### config.mk
export PLATFORM = sky130hd
export DESIGN_NAME = jk_ff_sequencer
export DESIGN_NICKNAME = d
export VERILOG_FILES = /design/src/rtl/jk_ff_sequencer.sv
export SDC_FILE = /design/constraint.sdc
export NUM_CORES = 1
export LEC_CHECK = 0
export BUFFER_PORTS_ARGS = -buffer_cell sky130_fd_sc_hd__buf_2
export CORE_MARGIN = 4
export CORE_UTILIZATION = 57
export DETAILED_ROUTE_END_ITERATION = 12
export PLACE_DENSITY = 0.92
export SLEW_MARGIN = 10
export SYNTH_ARGS = -nofsm -noshare
export SYNTH_HDL_FRONTEND = slang
export SYNTH_SLANG_ARGS = --single-unit
export TNS_END_PERCENT = 5
### constraint.sdc
create_clock -name CLK50M -period 3.7 [get_ports CLK50M]
set_input_delay 0.74 -clock CLK50M [delete_from_list [all_inputs] [get_ports CLK50M]]
set_output_delay 0.74 -clock CLK50M [all_outputs]
set_load 0.03 [all_outputs]
### src/rtl/jk_ff_sequencer.sv
// Steps a JK flip-flop under test through a J/K pattern with clean
// registered clock pulses and checks Q/notQ against an ideal JK model.
module jk_ff_sequencer #(
    parameter int                     NUM_STEPS = 8,
    parameter logic [2*NUM_STEPS-1:0] PATTERN   = 16'h4BD2,
    parameter int                     HOLD      = 4
) (
    input  logic                         CLK50M,
    input  logic                         reset,
    input  logic                         button,
    input  logic                         auto_mode,
    input  logic                         q_in,
    input  logic                         notq_in,
    output logic                         j,
    output logic                         k,
    output logic                         ff_clk,
    output logic [$clog2(NUM_STEPS)-1:0] step,
    output logic                         busy,
    output logic                         done,
    output logic                         pass,
    output logic                         fail,
    output logic [3:0]                   err_count
);

    localparam int SW = $clog2(NUM_STEPS);
    localparam int HW = $clog2(HOLD + 1);

    typedef enum logic [2:0] {
        S_IDLE, S_SETUP, S_CLK_HI, S_CLK_LO, S_CHECK, S_WAIT, S_DONE
    } state_t;

    state_t        state, state_n;
    logic          btn_d;
    logic          press;
    logic          model_q;
    logic          exp_q;
    logic          mismatch;
    logic [HW-1:0] hcnt;
    logic          timed;
    logic          hold_end;
    logic          last;
    logic [1:0]    pat_jk;

    assign press    = button & ~btn_d;
    assign timed    = (state == S_SETUP) | (state == S_CLK_HI) |
                      (state == S_CLK_LO);
    assign hold_end = (hcnt == HW'(HOLD - 1));
    assign last     = (step == SW'(NUM_STEPS - 1));
    assign pat_jk   = PATTERN[{step, 1'b0} +: 2];

    // Ideal JK next-state from the J/K currently applied to the flop.
    always_comb begin
        exp_q = model_q;
        unique case ({j, k})
            2'b10:   exp_q = 1'b1;
            2'b01:   exp_q = 1'b0;
            2'b11:   exp_q = ~model_q;
            default: exp_q = model_q;
        endcase
    end

    assign mismatch = (q_in != exp_q) | (notq_in != ~q_in);

    always_ff @(posedge CLK50M) begin
        if (reset) state <= S_IDLE;
        else       state <= state_n;
    end

    always_comb begin
        state_n = state;
        unique case (state)
            S_IDLE:   if (press)    state_n = S_SETUP;
            S_SETUP:  if (hold_end) state_n = S_CLK_HI;
            S_CLK_HI: if (hold_end) state_n = S_CLK_LO;
            S_CLK_LO: if (hold_end) state_n = S_CHECK;
            S_CHECK:  state_n = last      ? S_DONE  :
                                auto_mode ? S_SETUP : S_WAIT;
            S_WAIT:   if (press)    state_n = S_SETUP;
            S_DONE:   if (press)    state_n = S_IDLE;
            default:  state_n = S_IDLE;
        endcase
    end

    always_comb begin
        busy = (state != S_IDLE) & (state != S_DONE);
        done = (state == S_DONE);
        pass = done & ~fail;
    end

    always_ff @(posedge CLK50M) begin
        if (reset) begin
            btn_d     <= 1'b0;
            hcnt      <= '0;
            ff_clk    <= 1'b0;
            j         <= 1'b0;
            k         <= 1'b0;
            step      <= '0;
            err_count <= '0;
            fail      <= 1'b0;
            model_q   <= 1'b0;
        end else begin
            btn_d  <= button;
            hcnt   <= (timed && state_n == state) ? hcnt + 1'b1 : '0;
            // Flop output: high exactly while the FSM sits in CLK_HI.
            ff_clk <= (state_n == S_CLK_HI);
            if (state_n == S_IDLE) begin
                j <= 1'b0;
                k <= 1'b0;
            end else if (state == S_SETUP) begin
                j <= pat_jk[1];
                k <= pat_jk[0];
            end
            case (state)
                S_IDLE: begin
                    if (press) begin
                        model_q   <= q_in;
                        step      <= '0;
                        err_count <= '0;
                        fail      <= 1'b0;
                    end
                end
                S_CHECK: begin
                    model_q <= exp_q;
                    if (mismatch) begin
                        fail <= 1'b1;
                        if (err_count != 4'd15)
                            err_count <= err_count + 1'b1;
                    end
                    if (!last) step <= step + 1'b1;
                end
                default: ;
            endcase
        end
    end

endmodule
Word level (Yosys, flattened, before mapping)
Index checks and enable logic that the tools add are counted.

cells by class
  add/sub/neg operators = 3
  equal/unequal tests = 21
  shift-type cells = 1
  muxes and demuxes = 21
  bitwise operators = 11
  reduce and logical (&&, ||, !) cells = 12

operator list
  cell                       count
  $mux W3                    9
  $pmux W3 S6                1
  $shiftx A16 B5 Y2 const A  1
  $eq A3 B2 Y1 const B       4
  $eq A3 B3 Y1 const B       4
  $mux W4                    3
  $ne A2 B2 Y1 const B       4
  $pmux W4 S2                1
  $add A3 B1 Y3 const B      2
  $logic_not A3 Y1           2
  $pmux W3 S2                1
  $reduce_and A3 Y1          2
  $reduce_or A2 Y1           3
  $not A1 Y1                 5
  $add A4 B1 Y4 const B      1
  $eq A2 B2 Y1 const B       2
  $ne A4 B4 Y1 const B       1
  $pmux W1 S2                2
  $reduce_and A4 Y1          1
  $and A1 B1 Y1              3
  $eq A3 B1 Y1 const B       1
  $eq A3 B3 Y1               1
  $mux W1                    3
  $ne A3 B3 Y1 const B       1
  8 further kinds            11

storage, ports and cells
  flip-flop bits (word level) = 19

Longest topological paths before layout
  word-level depth = 8
  gate-level depth with buffers = 7
  mapped depth without buffers = 7

Worst setup path after synthesis
OpenSTA, ideal clock, no wires.

  kind = register -> output
  start = register state[2]
  end = output pass
  data arrival time = 1,425 ps
  slack = 1,535 ps
  stages on the path, launching flop included = 4
  buffers on the path = 0
  path through = dfxtp_1 > nor2b_1 > and2_1 > nor2b_1

between the ends
  word-level cells in the longest chain between the ends = 2

RTL lines
  element                 RTL line  source
  start, declared         32        state_t state, state_n;
  start signal, assigned  66        else state <= state_n;
  $eq A3 B3 Y1            86        done = (state == S_DONE);
  named net done          19        output logic done,
  $and A1 B1 Y1           87        pass = done & ~fail;
  end, declared           20        output logic pass,

The timed path passes the listed nets, and every way through them passes these cells.

Final worst setup path
  start = register state[2]
  end = output pass

between the ends
  word-level cells in the longest chain between the ends = 2

RTL lines
  element        RTL line
  $eq A3 B3 Y1   86
  $and A1 B1 Y1  87

No other way between the ends.

==> impl_results.html <==
<table>
<tr><th>Metric</th><th>Value</th></tr>
<tr><th colspan="2">Clocking</th></tr>
<tr><td>Clock tree root buffer cell</td><td>sky130_fd_sc_hd__clkbuf_4</td></tr>
<tr><td>TritonCTS Buffers</td><td>3</td></tr>
<tr><td>Clock slew seen by the registers of the worst setup and hold paths</td><td>110 ps</td></tr>
<tr><td>Post-CTS setup buffer count</td><td>0</td></tr>
<tr><td># clock sinks</td><td>19</td></tr>
<tr><td>Maximum root-to-sink buffer count</td><td>2</td></tr>
<tr><td>Post_cts resized</td><td>0</td></tr>
<tr><td>Clock insertion delay at the later pin of the skew report</td><td>about 300 ps</td></tr>
<tr><td>TritonCTS clock tree</td><td>built</td></tr>
<tr><td>Number of levels in the clock H-tree</td><td>1</td></tr>
<tr><td>Number of hold buffers added after cts</td><td>0</td></tr>
<tr><th colspan="2">Global route</th></tr>
<tr><td>Overflow left after global routing</td><td>0</td></tr>
<tr><td>Antenna violations before repair</td><td>0</td></tr>
<tr><td>Maximum number of pins on one net before global-route repair</td><td>18</td></tr>
<tr><td>Overall routing resource usage</td><td>between 10% and 20%</td></tr>
<tr><td>Vias in the first global route</td><td>880</td></tr>
<tr><td>First-pass GRT wire length</td><td>between 3 and 4 mm</td></tr>
<tr><th colspan="2">Drt</th></tr>
<tr><td>Vias post-DR</td><td>roughly 940</td></tr>
<tr><td>Detailed Route Iter0 Violations</td><td>between 40 and 50</td></tr>
<tr><td>Final wirelength</td><td>2.215 mm</td></tr>
<tr><td>Vias per Instance</td><td>around 5.7</td></tr>
<tr><td>Routed length per instance</td><td>~13 um</td></tr>
<tr><td>DRC Markers</td><td>0</td></tr>
<tr><td>Pre-Repair DR Iteration Count</td><td>5</td></tr>
<tr><td>Antenna Violating Nets Remaining</td><td>0</td></tr>
<tr><th colspan="2">Critical path</th></tr>
<tr><td>Highest-delay cell along the critical path</td><td>sky130_fd_sc_hd__dfxtp_1</td></tr>
<tr><td>Reg2reg setup slack</td><td>1860 ps</td></tr>
<tr><td>Kind of cell adding the most delay to the critical path</td><td>flip-flops</td></tr>
<tr><td>R2r startpoint</td><td>step[1]</td></tr>
<tr><td>Critical R2R Capture</td><td>k</td></tr>
<tr><td>R2R depth</td><td>7</td></tr>
<tr><td>Critical Path Source</td><td>state[2]</td></tr>
<tr><td>Required time of the worst setup path</td><td>a little under 3000 ps</td></tr>
<tr><td>Critical path buffers and inverters</td><td>1</td></tr>
<tr><td>Critical Path Stages</td><td>4</td></tr>
<tr><td>Startpoint-to-endpoint class of the critical path</td><td>reg -&gt; out</td></tr>
<tr><td>Cell repeated most along the worst path</td><td>sky130_fd_sc_hd__nor2b_1</td></tr>
<tr><td>Crit start category</td><td>register</td></tr>
<tr><td>Arrival time at the worst endpoint</td><td>between 1500 and 2000 ps</td></tr>
<tr><td>Crit end category</td><td>primary output</td></tr>
<tr><td>Crit path to</td><td>pass</td></tr>
<tr><td>Worst Path Max Fanout</td><td>17</td></tr>
<tr><td>Worst path max stage delay</td><td>about 600 ps</td></tr>
<tr><td>Crit-path cells</td><td>nor2b_1 -&gt; and2_1 -&gt; nor2b_1 -&gt; buf_2</td></tr>
<tr><th colspan="2">Synth</th></tr>
<tr><td>Number of enable flip-flop cells after synthesis</td><td>0</td></tr>
<tr><td>Count of cell types in the netlist</td><td>41</td></tr>
<tr><td>Flip-flop and latch count after synthesis</td><td>19</td></tr>
<tr><td>Nets in the synthesized netlist</td><td>134</td></tr>
<tr><td>Mean Syn Cell Area</td><td>8.461 um2</td></tr>
<tr><td>Post-synth ARST share</td><td>0%</td></tr>
<tr><td>Dominant combinational cell family by area after synthesis</td><td>simple AND/OR/NAND/NOR gates</td></tr>
<tr><td>Adder and majority gate portion of the synthesized area</td><td>about 7.3%</td></tr>
<tr><td>Netlist area before placement</td><td>just over 1000 um2</td></tr>
<tr><td>Synthesized-area fraction occupied by xor and xnor cells</td><td>0%</td></tr>
<tr><td>Complex-gate fraction of the synthesized area</td><td>around a quarter</td></tr>
<tr><td>Post-synthesis sequential area ratio</td><td>between 30 and 40%</td></tr>
<tr><td>Area share of and/or/nand/nor cells after synthesis</td><td>a little over a quarter</td></tr>
<tr><td>Post-synth top flop</td><td>sky130_fd_sc_hd__dfxtp_1</td></tr>
<tr><td>Syn. warnings</td><td>0</td></tr>
<tr><td>Proportion of synthesized area in mux cells</td><td>about 1.1%</td></tr>
<tr><td>Instance count of the mapped netlist</td><td>122</td></tr>
<tr><th colspan="2">Floorplanning</th></tr>
<tr><td>Core area</td><td>1727 um2</td></tr>
<tr><td>Boundary pin count</td><td>20</td></tr>
<tr><td>Rows</td><td>15</td></tr>
<tr><td>Effective utilization at floorplan</td><td>59.78%</td></tr>
<tr><td>Total Die Area</td><td>around 2600 um2</td></tr>
<tr><td>Die H</td><td>approximately 50 um</td></tr>
<tr><td>Die Wd</td><td>50.56 um</td></tr>
<tr><th colspan="2">STA</th></tr>
<tr><td>Setup_tns</td><td>0 ps</td></tr>
<tr><td>Final count of pins violating max slew</td><td>0</td></tr>
<tr><td>Crit share post-route</td><td>approximately 65%</td></tr>
<tr><td>RSZ-0062 raised after global routing</td><td>false</td></tr>
<tr><td>Shortest clock period the worst path allows after layout</td><td>2419 ps</td></tr>
<tr><td>Max-slew headroom</td><td>approximately two thirds</td></tr>
<tr><td>Maximum clock skew at final layout</td><td>1.383 ps</td></tr>
<tr><td>Final Setup Violations</td><td>0</td></tr>
<tr><td>Achievable frequency</td><td>413.3 MHz</td></tr>
<tr><td>Final hold vios</td><td>0</td></tr>
<tr><td>Worst slew pin tran</td><td>479.6 ps</td></tr>
<tr><th colspan="2">Final layout</th></tr>
<tr><td>Final design utilization</td><td>between 60% and 70%</td></tr>
<tr><td>Number of fill cells in the layout</td><td>158</td></tr>
<tr><td>Antenna Diode Count</td><td>0</td></tr>
<tr><td>Final design area excluding fillers</td><td>about 1200 um2</td></tr>
<tr><td>Layout cell share with drive strength beyond 1</td><td>22.14%</td></tr>
<tr><td>Highest-count cells in the layout ignoring fill and taps</td><td>sky130_fd_sc_hd__nor2_1 (19), sky130_fd_sc_hd__dfxtp_1 (19), sky130_fd_sc_hd__buf_2 (19), sky130_fd_sc_hd__nand2_1 (7)</td></tr>
<tr><td>Final Net Count</td><td>between 150 and 200</td></tr>
<tr><td>Layout-stage area growth over the synthesis result</td><td>12.48%</td></tr>
<tr><th colspan="2">Pwr</th></tr>
<tr><td>Ratio of total power to cell area</td><td>309.6 nW/um2</td></tr>
<tr><td>IR drop worst, VDD</td><td>slightly above 0.2 mV</td></tr>
<tr><td>Leakage power total</td><td>about 0.54 nW</td></tr>
<tr><th colspan="2">Worst hold path</th></tr>
<tr><td>Hold Crit Class</td><td>reg -&gt; reg</td></tr>
<tr><td>Startpoint of the most critical hold path</td><td>hcnt[0]</td></tr>
<tr><th colspan="2">Placement</th></tr>
<tr><td>Area after detailed placement</td><td>approximately 1100 um2</td></tr>
<tr><td>Detail Placement HPWL</td><td>about 1.7 mm</td></tr>
<tr><td>Total of buffers placed on input and output ports</td><td>19</td></tr>
<tr><td>Routability congestion estimate</td><td>just under 0.9</td></tr>
<tr><th colspan="2">Run status</th></tr>
<tr><td>Status</td><td>completed</td></tr>
<tr><th colspan="2">Flow run</th></tr>
<tr><td>Number of max-cap violations</td><td>0</td></tr>
</table>
==> power by group <==
| part | switching [mW] | internal, mW |
|---|---|---|
| Sequential | 0.00461 | 0.209 |
| Combinational | 0.0248 | 0.0161 |
| Clock | 0.0648 | 0.0403 |
==> registers in the layout, indices dropped and copies added, names as in the netlist <==
register,count
fail,1
state,3
k,1
ff_clk,1
model_q,1
step,3
hcnt,3
err_count,4
btn_d,1
j,1
==> cells in the mapped netlist, drive strengths merged (2+ instances only) <==
master	number	area [um2]
o211ai	2	15.01
ha	6	75.07
and3	2	12.51
or4	2	15.01
nand2b	3	18.77
nand4	3	18.77
a22oi	3	22.52
buf	3	17.52
nand2	7	26.28
and2	4	30.03
o21ai	7	35.03
a21oi	8	47.55
a21o	2	15.01
dfxtp	19	380.4
inv	5	18.77
nor2b	5	31.28
nor2	19	71.32
clkbuf	2	7.510
a2111oi	2	20.02
==> metal layers <==
layer  vias to the layer above  track usage (%)  part of all wire, %
li1                        483                -                    -
met1                       416            22.26                   44
met2                        34            35.43                   49
met3                         4            3.561                  5.5
met4                         0            9.417                  1.7
met5                         -                0                    0
==> cells by family after synthesis <==
logic type | count (synthesis)
compound gates | 35
fa+ha+maj | 6
buf+inv | 10
flops | 19
mux | 1
simple gates | 51
==> worst min-delay path by stage <==
stage	to	cells after the start
3_5_place_dp	hcnt[0]	1
4_1_cts	hcnt[0]	1
6_report	hcnt[0]	1
2_1_floorplan	hcnt[0]	1
5_1_grt	hcnt[0]	1
3_3_place_gp	hcnt[0]	1
==> per-stage QoR <==
step / setup slack (ps) / instances / total power [mW] / hold WS, ps
finish: 1281 / 165 / 0.3595 / 428.6
global route: 1098 / 165 / 0.3758 / 459.3
CTS: 1314 / 165 / 0.3630 / 434.1
detailed placement: 1583 / 161 / 0.2588 / 417.2
global placement: 1704 / 161 / 0.2569 / 409.8
floorplan: 1535 / 122 / 0.2481 / 399.0
==> final cells by class <==
| cell class | instances | area [um2] | share of cell area, % |
|---|---|---|---|
| clock buffers | 3 | 22.52 | 1.940 |
| well taps | 25 | 31.28 | 2.694 |
| inverters | 5 | 18.77 | 1.616 |
| multi-input cells | 93 | 608.1 | 52.37 |
| flip-flops and latches | 19 | 380.4 | 32.76 |
| clock inverters | 1 | 5.005 | 0.4310 |
| repair buffers | 19 | 95.09 | 8.190 |
(Power assumes the default switching activity.)
